### config.mk
export PLATFORM = sky130hd
export DESIGN_NAME = mem_arbiter_flat
export DESIGN_NICKNAME = d
export VERILOG_FILES = /design/src/rtl/mem_arb_pkg.sv /design/src/rtl/mem_arbiter_if.sv /design/src/rtl/mem_arb_pick.sv /design/src/rtl/mem_arbiter.sv /design/src/flat_wrapper.sv
export SDC_FILE = /design/constraint.sdc
export NUM_CORES = 1
export LEC_CHECK = 0
export BUFFER_PORTS_ARGS = -buffer_cell sky130_fd_sc_hd__buf_2
export CORE_AREA = 2 2 188 190
export DETAILED_ROUTE_END_ITERATION = 8
export DIE_AREA = 0 0 190 192
export HOLD_SLACK_MARGIN = 0.08
export PLACE_DENSITY = 0.5
export REMOVE_ABC_BUFFERS = 1
export SLEW_MARGIN = 10
export SYNTH_ARGS = -nofsm -noshare
export SYNTH_HDL_FRONTEND = slang
export SYNTH_SLANG_ARGS = --single-unit
### constraint.sdc
create_clock -name clk -period 8.3 [get_ports clk]
set_input_delay 0.415 -clock clk [delete_from_list [all_inputs] [get_ports clk]]
set_output_delay 0.415 -clock clk [all_outputs]
set_load 0.02 [all_outputs]
### src/rtl/mem_arb_pkg.sv
// Shared types and constants for the instruction/data RAM-port arbiter.
package mem_arb_pkg;

  localparam int unsigned WAIT_W     = 3;
  localparam logic [63:0] DWORD_MASK = ~64'h7;

  typedef enum logic [1:0] {IDLE, ISSUE, WAIT, RESP} arb_state_t;
  typedef enum logic {GNT_INSTR, GNT_DATA} arb_grant_t;

endpackage

### src/rtl/mem_arbiter_if.sv
// Requester and RAM-side signal bundle; the arbiter uses the slave modport,
// the requesters plus RAM model use the master modport.
interface mem_arbiter_if #(
  parameter int unsigned ADDR_W = 64
);
  logic              i_req;
  logic [ADDR_W-1:0] i_addr;
  logic [31:0]       i_rdata;
  logic              i_done;
  logic              d_req;
  logic              d_we;
  logic [ADDR_W-1:0] d_addr;
  logic [63:0]       d_wdata;
  logic [63:0]       d_rdata;
  logic              d_done;
  logic [ADDR_W-1:0] mem_addr;
  logic [63:0]       mem_wdata;
  logic              mem_we;
  logic [63:0]       mem_rdata;

  modport slave (
    input  i_req, i_addr, d_req, d_we, d_addr, d_wdata, mem_rdata,
    output i_rdata, i_done, d_rdata, d_done, mem_addr, mem_wdata, mem_we
  );

  modport master (
    output i_req, i_addr, d_req, d_we, d_addr, d_wdata, mem_rdata,
    input  i_rdata, i_done, d_rdata, d_done, mem_addr, mem_wdata, mem_we
  );
endinterface

### src/rtl/mem_arb_pick.sv
// Fetch/data priority select with a saturating fetch-starvation counter.
module mem_arb_pick
  import mem_arb_pkg::*;
#(
  parameter int unsigned STARVE_MAX = 4
) (
  input  logic       clk,
  input  logic       reset,
  input  logic       i_req,
  input  logic       d_req,
  input  logic       arb,
  output arb_grant_t grant
);

  localparam int unsigned SW = (STARVE_MAX < 1) ? 1 : $clog2(STARVE_MAX + 1);

  logic [SW-1:0] starve_q;
  logic [SW-1:0] starve_d;
  logic          starved;

  // Data has priority unless fetch has lost STARVE_MAX times in a row.
  always_comb begin
    starved  = (starve_q == SW'(STARVE_MAX));
    grant    = (d_req && !(i_req && starved)) ? GNT_DATA : GNT_INSTR;
    starve_d = starve_q;
    if (arb) begin
      if (grant == GNT_INSTR) begin
        starve_d = '0;
      end else if (i_req && !starved) begin
        starve_d = starve_q + 1'b1;
      end
    end
  end

  always_ff @(posedge clk or posedge reset) begin
    if (reset) begin
      starve_q <= '0;
    end else begin
      starve_q <= starve_d;
    end
  end

endmodule

### src/rtl/mem_arbiter.sv
// Single RAM port shared by instruction fetch and data load/store.
// Optional MEM_ARBITER_STATS_EN adds grant/conflict counters.
module mem_arbiter
  import mem_arb_pkg::*;
#(
  parameter int unsigned ADDR_W     = 64,
  parameter int unsigned MEM_LAT    = 1,
  parameter int unsigned STARVE_MAX = 4
) (
  input  logic         clk,
  input  logic         reset,
  mem_arbiter_if.slave bus
`ifdef MEM_ARBITER_STATS_EN
  ,
  output logic [31:0]  stat_i_grants,
  output logic [31:0]  stat_d_grants,
  output logic [31:0]  stat_conflicts
`endif
);

  arb_state_t        state_q;
  arb_grant_t        gnt_q;
  arb_grant_t        grant;
  logic              we_q;
  logic              hi_q;
  logic [WAIT_W-1:0] wait_q;
  logic [ADDR_W-1:0] mem_addr_q;
  logic [63:0]       mem_wdata_q;
  logic              mem_we_q;
  logic [31:0]       i_rdata_q;
  logic [63:0]       d_rdata_q;
  logic              i_done_q;
  logic              d_done_q;
  logic              arb;

  assign arb = (state_q == IDLE) && (bus.i_req || bus.d_req);

  mem_arb_pick #(.STARVE_MAX(STARVE_MAX)) u_pick (
    .clk   (clk),
    .reset (reset),
    .i_req (bus.i_req),
    .d_req (bus.d_req),
    .arb   (arb),
    .grant (grant)
  );

  // RAM-side outputs are loaded at the grant edge so they are live during ISSUE.
  always_ff @(posedge clk or posedge reset) begin
    if (reset) begin
      state_q     <= IDLE;
      gnt_q       <= GNT_INSTR;
      we_q        <= 1'b0;
      hi_q        <= 1'b0;
      wait_q      <= '0;
      mem_addr_q  <= '0;
      mem_wdata_q <= '0;
      mem_we_q    <= 1'b0;
      i_rdata_q   <= '0;
      d_rdata_q   <= '0;
      i_done_q    <= 1'b0;
      d_done_q    <= 1'b0;
    end else begin
      mem_we_q <= 1'b0;
      i_done_q <= 1'b0;
      d_done_q <= 1'b0;
      unique case (state_q)
        IDLE: begin
          if (arb) begin
            gnt_q   <= grant;
            state_q <= ISSUE;
            if (grant == GNT_DATA) begin
              we_q        <= bus.d_we;
              mem_we_q    <= bus.d_we;
              mem_addr_q  <= bus.d_addr & ADDR_W'(DWORD_MASK);
              mem_wdata_q <= bus.d_wdata;
            end else begin
              we_q       <= 1'b0;
              hi_q       <= bus.i_addr[2];
              mem_addr_q <= bus.i_addr & ADDR_W'(DWORD_MASK);
            end
          end
        end
        ISSUE: begin
          if (we_q) begin
            d_done_q <= 1'b1;
            state_q  <= RESP;
          end else begin
            wait_q  <= WAIT_W'(MEM_LAT - 1);
            state_q <= WAIT;
          end
        end
        WAIT: begin
          if (wait_q == '0) begin
            if (gnt_q == GNT_INSTR) begin
              i_rdata_q <= hi_q ? bus.mem_rdata[63:32] : bus.mem_rdata[31:0];
              i_done_q  <= 1'b1;
            end else begin
              d_rdata_q <= bus.mem_rdata;
              d_done_q  <= 1'b1;
            end
            state_q <= RESP;
          end else begin
            wait_q <= wait_q - 1'b1;
          end
        end
        RESP: begin
          state_q <= IDLE;
        end
        default: begin
          state_q <= IDLE;
        end
      endcase
    end
  end

  assign bus.mem_addr  = mem_addr_q;
  assign bus.mem_wdata = mem_wdata_q;
  assign bus.mem_we    = mem_we_q;
  assign bus.i_rdata   = i_rdata_q;
  assign bus.i_done    = i_done_q;
  assign bus.d_rdata   = d_rdata_q;
  assign bus.d_done    = d_done_q;

`ifdef MEM_ARBITER_STATS_EN
  always_ff @(posedge clk or posedge reset) begin
    if (reset) begin
      stat_i_grants  <= '0;
      stat_d_grants  <= '0;
      stat_conflicts <= '0;
    end else begin
      if (arb && grant == GNT_INSTR) stat_i_grants <= stat_i_grants + 32'd1;
      if (arb && grant == GNT_DATA)  stat_d_grants <= stat_d_grants + 32'd1;
      if (state_q == IDLE && bus.i_req && bus.d_req) stat_conflicts <= stat_conflicts + 32'd1;
    end
  end
`endif

endmodule
### src/flat_wrapper.sv
// flat-port wrapper written by rule: the top's interface ports become plain ports
module mem_arbiter_flat import mem_arb_pkg::*;
#(
  parameter int unsigned ADDR_W     = 64,
  parameter int unsigned MEM_LAT    = 1,
  parameter int unsigned STARVE_MAX = 4
)
  (clk, reset, bus_i_req, bus_i_addr, bus_d_req, bus_d_we, bus_d_addr, bus_d_wdata, bus_mem_rdata, bus_i_rdata, bus_i_done, bus_d_rdata, bus_d_done, bus_mem_addr, bus_mem_wdata, bus_mem_we);
  mem_arbiter_if #(.ADDR_W(ADDR_W)) bus_i ();
  input  logic clk;
  input  logic reset;
  input wire logic [$bits(bus_i.i_req)-1:0] bus_i_req;
  input wire logic [$bits(bus_i.i_addr)-1:0] bus_i_addr;
  input wire logic [$bits(bus_i.d_req)-1:0] bus_d_req;
  input wire logic [$bits(bus_i.d_we)-1:0] bus_d_we;
  input wire logic [$bits(bus_i.d_addr)-1:0] bus_d_addr;
  input wire logic [$bits(bus_i.d_wdata)-1:0] bus_d_wdata;
  input wire logic [$bits(bus_i.mem_rdata)-1:0] bus_mem_rdata;
  output wire logic [$bits(bus_i.i_rdata)-1:0] bus_i_rdata;
  output wire logic [$bits(bus_i.i_done)-1:0] bus_i_done;
  output wire logic [$bits(bus_i.d_rdata)-1:0] bus_d_rdata;
  output wire logic [$bits(bus_i.d_done)-1:0] bus_d_done;
  output wire logic [$bits(bus_i.mem_addr)-1:0] bus_mem_addr;
  output wire logic [$bits(bus_i.mem_wdata)-1:0] bus_mem_wdata;
  output wire logic [$bits(bus_i.mem_we)-1:0] bus_mem_we;
  assign bus_i.i_req = bus_i_req;
  assign bus_i.i_addr = bus_i_addr;
  assign bus_i.d_req = bus_d_req;
  assign bus_i.d_we = bus_d_we;
  assign bus_i.d_addr = bus_d_addr;
  assign bus_i.d_wdata = bus_d_wdata;
  assign bus_i.mem_rdata = bus_mem_rdata;
  assign bus_i_rdata = bus_i.i_rdata;
  assign bus_i_done = bus_i.i_done;
  assign bus_d_rdata = bus_i.d_rdata;
  assign bus_d_done = bus_i.d_done;
  assign bus_mem_addr = bus_i.mem_addr;
  assign bus_mem_wdata = bus_i.mem_wdata;
  assign bus_mem_we = bus_i.mem_we;
  mem_arbiter #(.ADDR_W(ADDR_W), .MEM_LAT(MEM_LAT), .STARVE_MAX(STARVE_MAX)) u_core (.clk(clk), .reset(reset), .bus(bus_i));
endmodule
==> impl_metrics.json <==
{
  "grt_usage": 0.162,
  "viasPerCell": 4.52,
  "synth_edf_count": 0,
  "setup_tns_ns": 0,
  "clockRootBuffer": "clkbuf_16",
  "syn_to_final_growth_pct": 43.2,
  "status": "complete, no violations",
  "crit_cells": 8,
  "pwr-share-seq": 0.340,
  "reg2regPathDepth": 8,
  "post-route-period-util": 0.444,
  "overflow": 0,
  "initial_core_util": 0.280,
  "p_per_area_nw_per_um2": 423,
  "switching_power_mw": 2.30,
  "clkSinkCount": 235,
  "routed_wl_um": 31100,
  "slowest_delay_ns": 0.71,
  "slew_headroom": 0.388,
  "clk_latency_ns": 0.54,
  "nNetsFinal": 1468,
  "power.internal_mw": 3.51,
  "final_common_cell": "buf_2",
  "dr.pass1.iters": 4,
  "port_buffers": 479,
  "async_flop_share": 1.00,
  "crit_required_ns": 8.77,
  "cp_common_cell": "buf_4",
  "critPathMaxFanout": 67,
  "synth_flop_cell": "dfrtp_1",
  "irDropWorstVdd_mv": 0.185,
  "cp_num_buf_inv": 4,
  "ys_ff_latch": 235,
  "fin_skew_ns": 0.0164,
  "power_leakage_nw": 6.66,
  "final_cell_mix": "479 x buf_2, 234 x dfrtp_1, 130 x mux2_2, 61 x a221o_1, 54 x and2_0",
  "pwr-share-comb": 0.458,
  "worst_pin_slew_ns": 0.918,
  "end_kind": "flip-flop",
  "cts_tree": "yes",
  "synth_seq_area_share": 0.613,
  "fp.dieW_um": 190,
  "fin_util": 0.400,
  "setup_violations": 0,
  "core-area_um2": 34300,
  "antenna_found_initial": 7,
  "cts_resized": 0,
  "rsz0062_at_grt": "no",
  "startpoint_type": "flip-flop",
  "postRouteAntennaNets": 0,
  "dieArea_um2": 36500,
  "yosysWarnings": 0,
  "drc_errors": 0,
  "dr.first_iter.drc_count": 250,
  "fp.dieH_um": 192,
  "critPathSlowestCell": "buf_4",
  "crit_family": "buffers and inverters",
  "hold_viol": 0,
  "fmax_ghz": 0.271,
  "dp_hpwl_um": 22800,
  "grt_pass1_wl_um": 45800,
  "cp.arrival_ns": 4.15,
  "finalCriticalPeriod_ns": 3.69,
  "grt_start_max_net_pins": 130,
  "swShare": 0.395,
  "postSynthCellCount": 684,
  "hold_class": "in -> async",
  "htreeDepth": 1,
  "clockBufferDepth": 3,
  "wl_per_cell_um": 18.6,
  "num_io_pins": 488,
  "clk_pin_slew_worst_paths_ns": 0.06,
  "whs_ns": 0.0674,
  "power_frac_clock": 0.202,
  "rows": 68,
  "ys_types": 35,
  "maxSlewViolCount": 0,
  "cts_buffers": 27,
  "vias": 7568,
  "syn_area_um2": 9590,
  "postSynthAreaPerCell_um2": 14.0,
  "drv_cap": 0,
  "cp_cell_sequence": "inv_1 > ha_1 > nand2_1 > a31oi_4 > buf_4 > buf_4 > a221o_1 > dlygate4sd3_1",
  "grt_pass1_vias": 7651,
  "crit_type": "reg -> reg",
  "nFillCells": 3375,
  "drive_gt1_frac": 0.550,
  "routabilityCongestion": 0.771
}
-- cells by family (layout without fill, tap and decap cells) --
family,Yosys count,in the layout,synth area share
AO/OA/AOI/OAI,112,112,0.0944
adder cells (fa/ha/maj),8,8,0.0104
buffers and inverters,54,587,0.0313
flip-flops,235,235,0.613
multiplexers,162,162,0.186
other,1,5,0.000391
AND/OR/NAND/NOR,112,112,0.0638
-- repair_timing --
| item | in CTS | in global routing |
|---|---|---|
| setup buffers | 0 | 0 |
| hold endpoints to repair | 35 | 0 |
| hold buffers | 43 | 0 |
-- cell type report --
cell class	instances	area (um2)	area share
diodes	2	5.00	0.000365
clock buffers	36	749	0.0546
clock inverters	13	121	0.00884
inverters	7	33.8	0.00246
multi-input cells	397	3470	0.253
flip-flops and latches	235	5880	0.429
well taps	455	569	0.0415
repair buffers	531	2900	0.211
-- power groups by stage --
| stage | combinational, mW | sequential [mW] | clock [mW] |
|---|---|---|---|
| after CTS | 2.71 | 1.98 | 1.21 |
| after global routing | 2.86 | 2.05 | 1.26 |
| after floorplan | 1.04 | 2.68 | 0 |
| final | 2.66 | 1.98 | 1.17 |
| after detailed placement | 2.67 | 1.99 | 0 |
| after global placement | 2.64 | 1.98 | 0 |
-- worst reg2reg max path, stage by stage, from the launching register on --
cell and delay [ns]:
dfrtp_1 0.40, inv_1 0.12, ha_1 0.33, nand2_1 0.14
a31oi_4 0.40, buf_4 0.69, buf_4 0.73, a221o_1 0.28
dlygate4sd3_1 0.55
-- synth_stat cells, types with 6 or more instances --
cell	n	area, um2
a21oi_1	33	165
a221o_1	61	611
and2_0	54	338
and2_1	8	50.1
buf_2	27	135
buf_4	7	52.6
clkbuf_1	8	30.0
dfrtp_1	235	5880
ha_1	8	100
inv_1	7	26.3
mux2_2	130	1460
mux2i_1	32	320
nand2_1	7	26.3
nor2_1	34	128
o21ai_0	6	30.0
-- layer usage --
layer | vias to the layer above | track usage | part of all wire
met5 | - | 0 | 0.0020
met4 | 10 | 0.0370 | 0.019
met3 | 51 | 0.0524 | 0.088
met1 | 3688 | 0.185 | 0.38
met2 | 316 | 0.293 | 0.51
li1 | 3503 | - | -
-- path summary, 6_finish.rpt --
kind | startpoint | end | slack, ns
worst max-delay path | u_core.state_q[0]$_DFFE_PP0P_ | u_core.bus.mem_addr[8]$_DFFE_PP0P_ | 4.61
worst min-delay path | reset | u_core.bus.mem_wdata[0]$_DFFE_PP0P_ | 0.07
worst max register to register | u_core.state_q[0]$_DFFE_PP0P_ | u_core.bus.mem_addr[8]$_DFFE_PP0P_ | 4.61
worst min register to register | u_core.bus.d_rdata[60]$_DFFE_PP0P_ | u_core.bus.d_rdata[60]$_DFFE_PP0P_ | 0.50
max in group asynchronous | reset | u_core.hi_q$_DFFE_PP0P_ | 6.81
min in group clk | bus_d_we | u_core.bus.mem_we$_DFF_PP0_ | 0.11
-- through the flow --
stage          instances  power, mW  setup slack, ns  cell area (um2)
6_report            1676       5.81             4.61            13700
2_1_floorplan        639       3.72            0.892             9320
5_1_grt             1675       6.16             4.34            13700
3_5_place_dp        1582       4.65             4.83            12400
3_3_place_gp        1582       4.62             4.89            12400
4_1_cts             1674       5.90             4.49            13700
-- flip-flops by register name (all words and copies together) (netlist names), 2 cells and up --
signal and cells:
u_core.u_pick.starve_q 3, u_core.bus.i_rdata 32, u_core.wait_q 3, u_core.state_q 2
u_core.bus.mem_wdata 64, u_core.bus.mem_addr 61, u_core.bus.d_rdata 64
No activity file was read; power rests on OpenSTA's default activity.
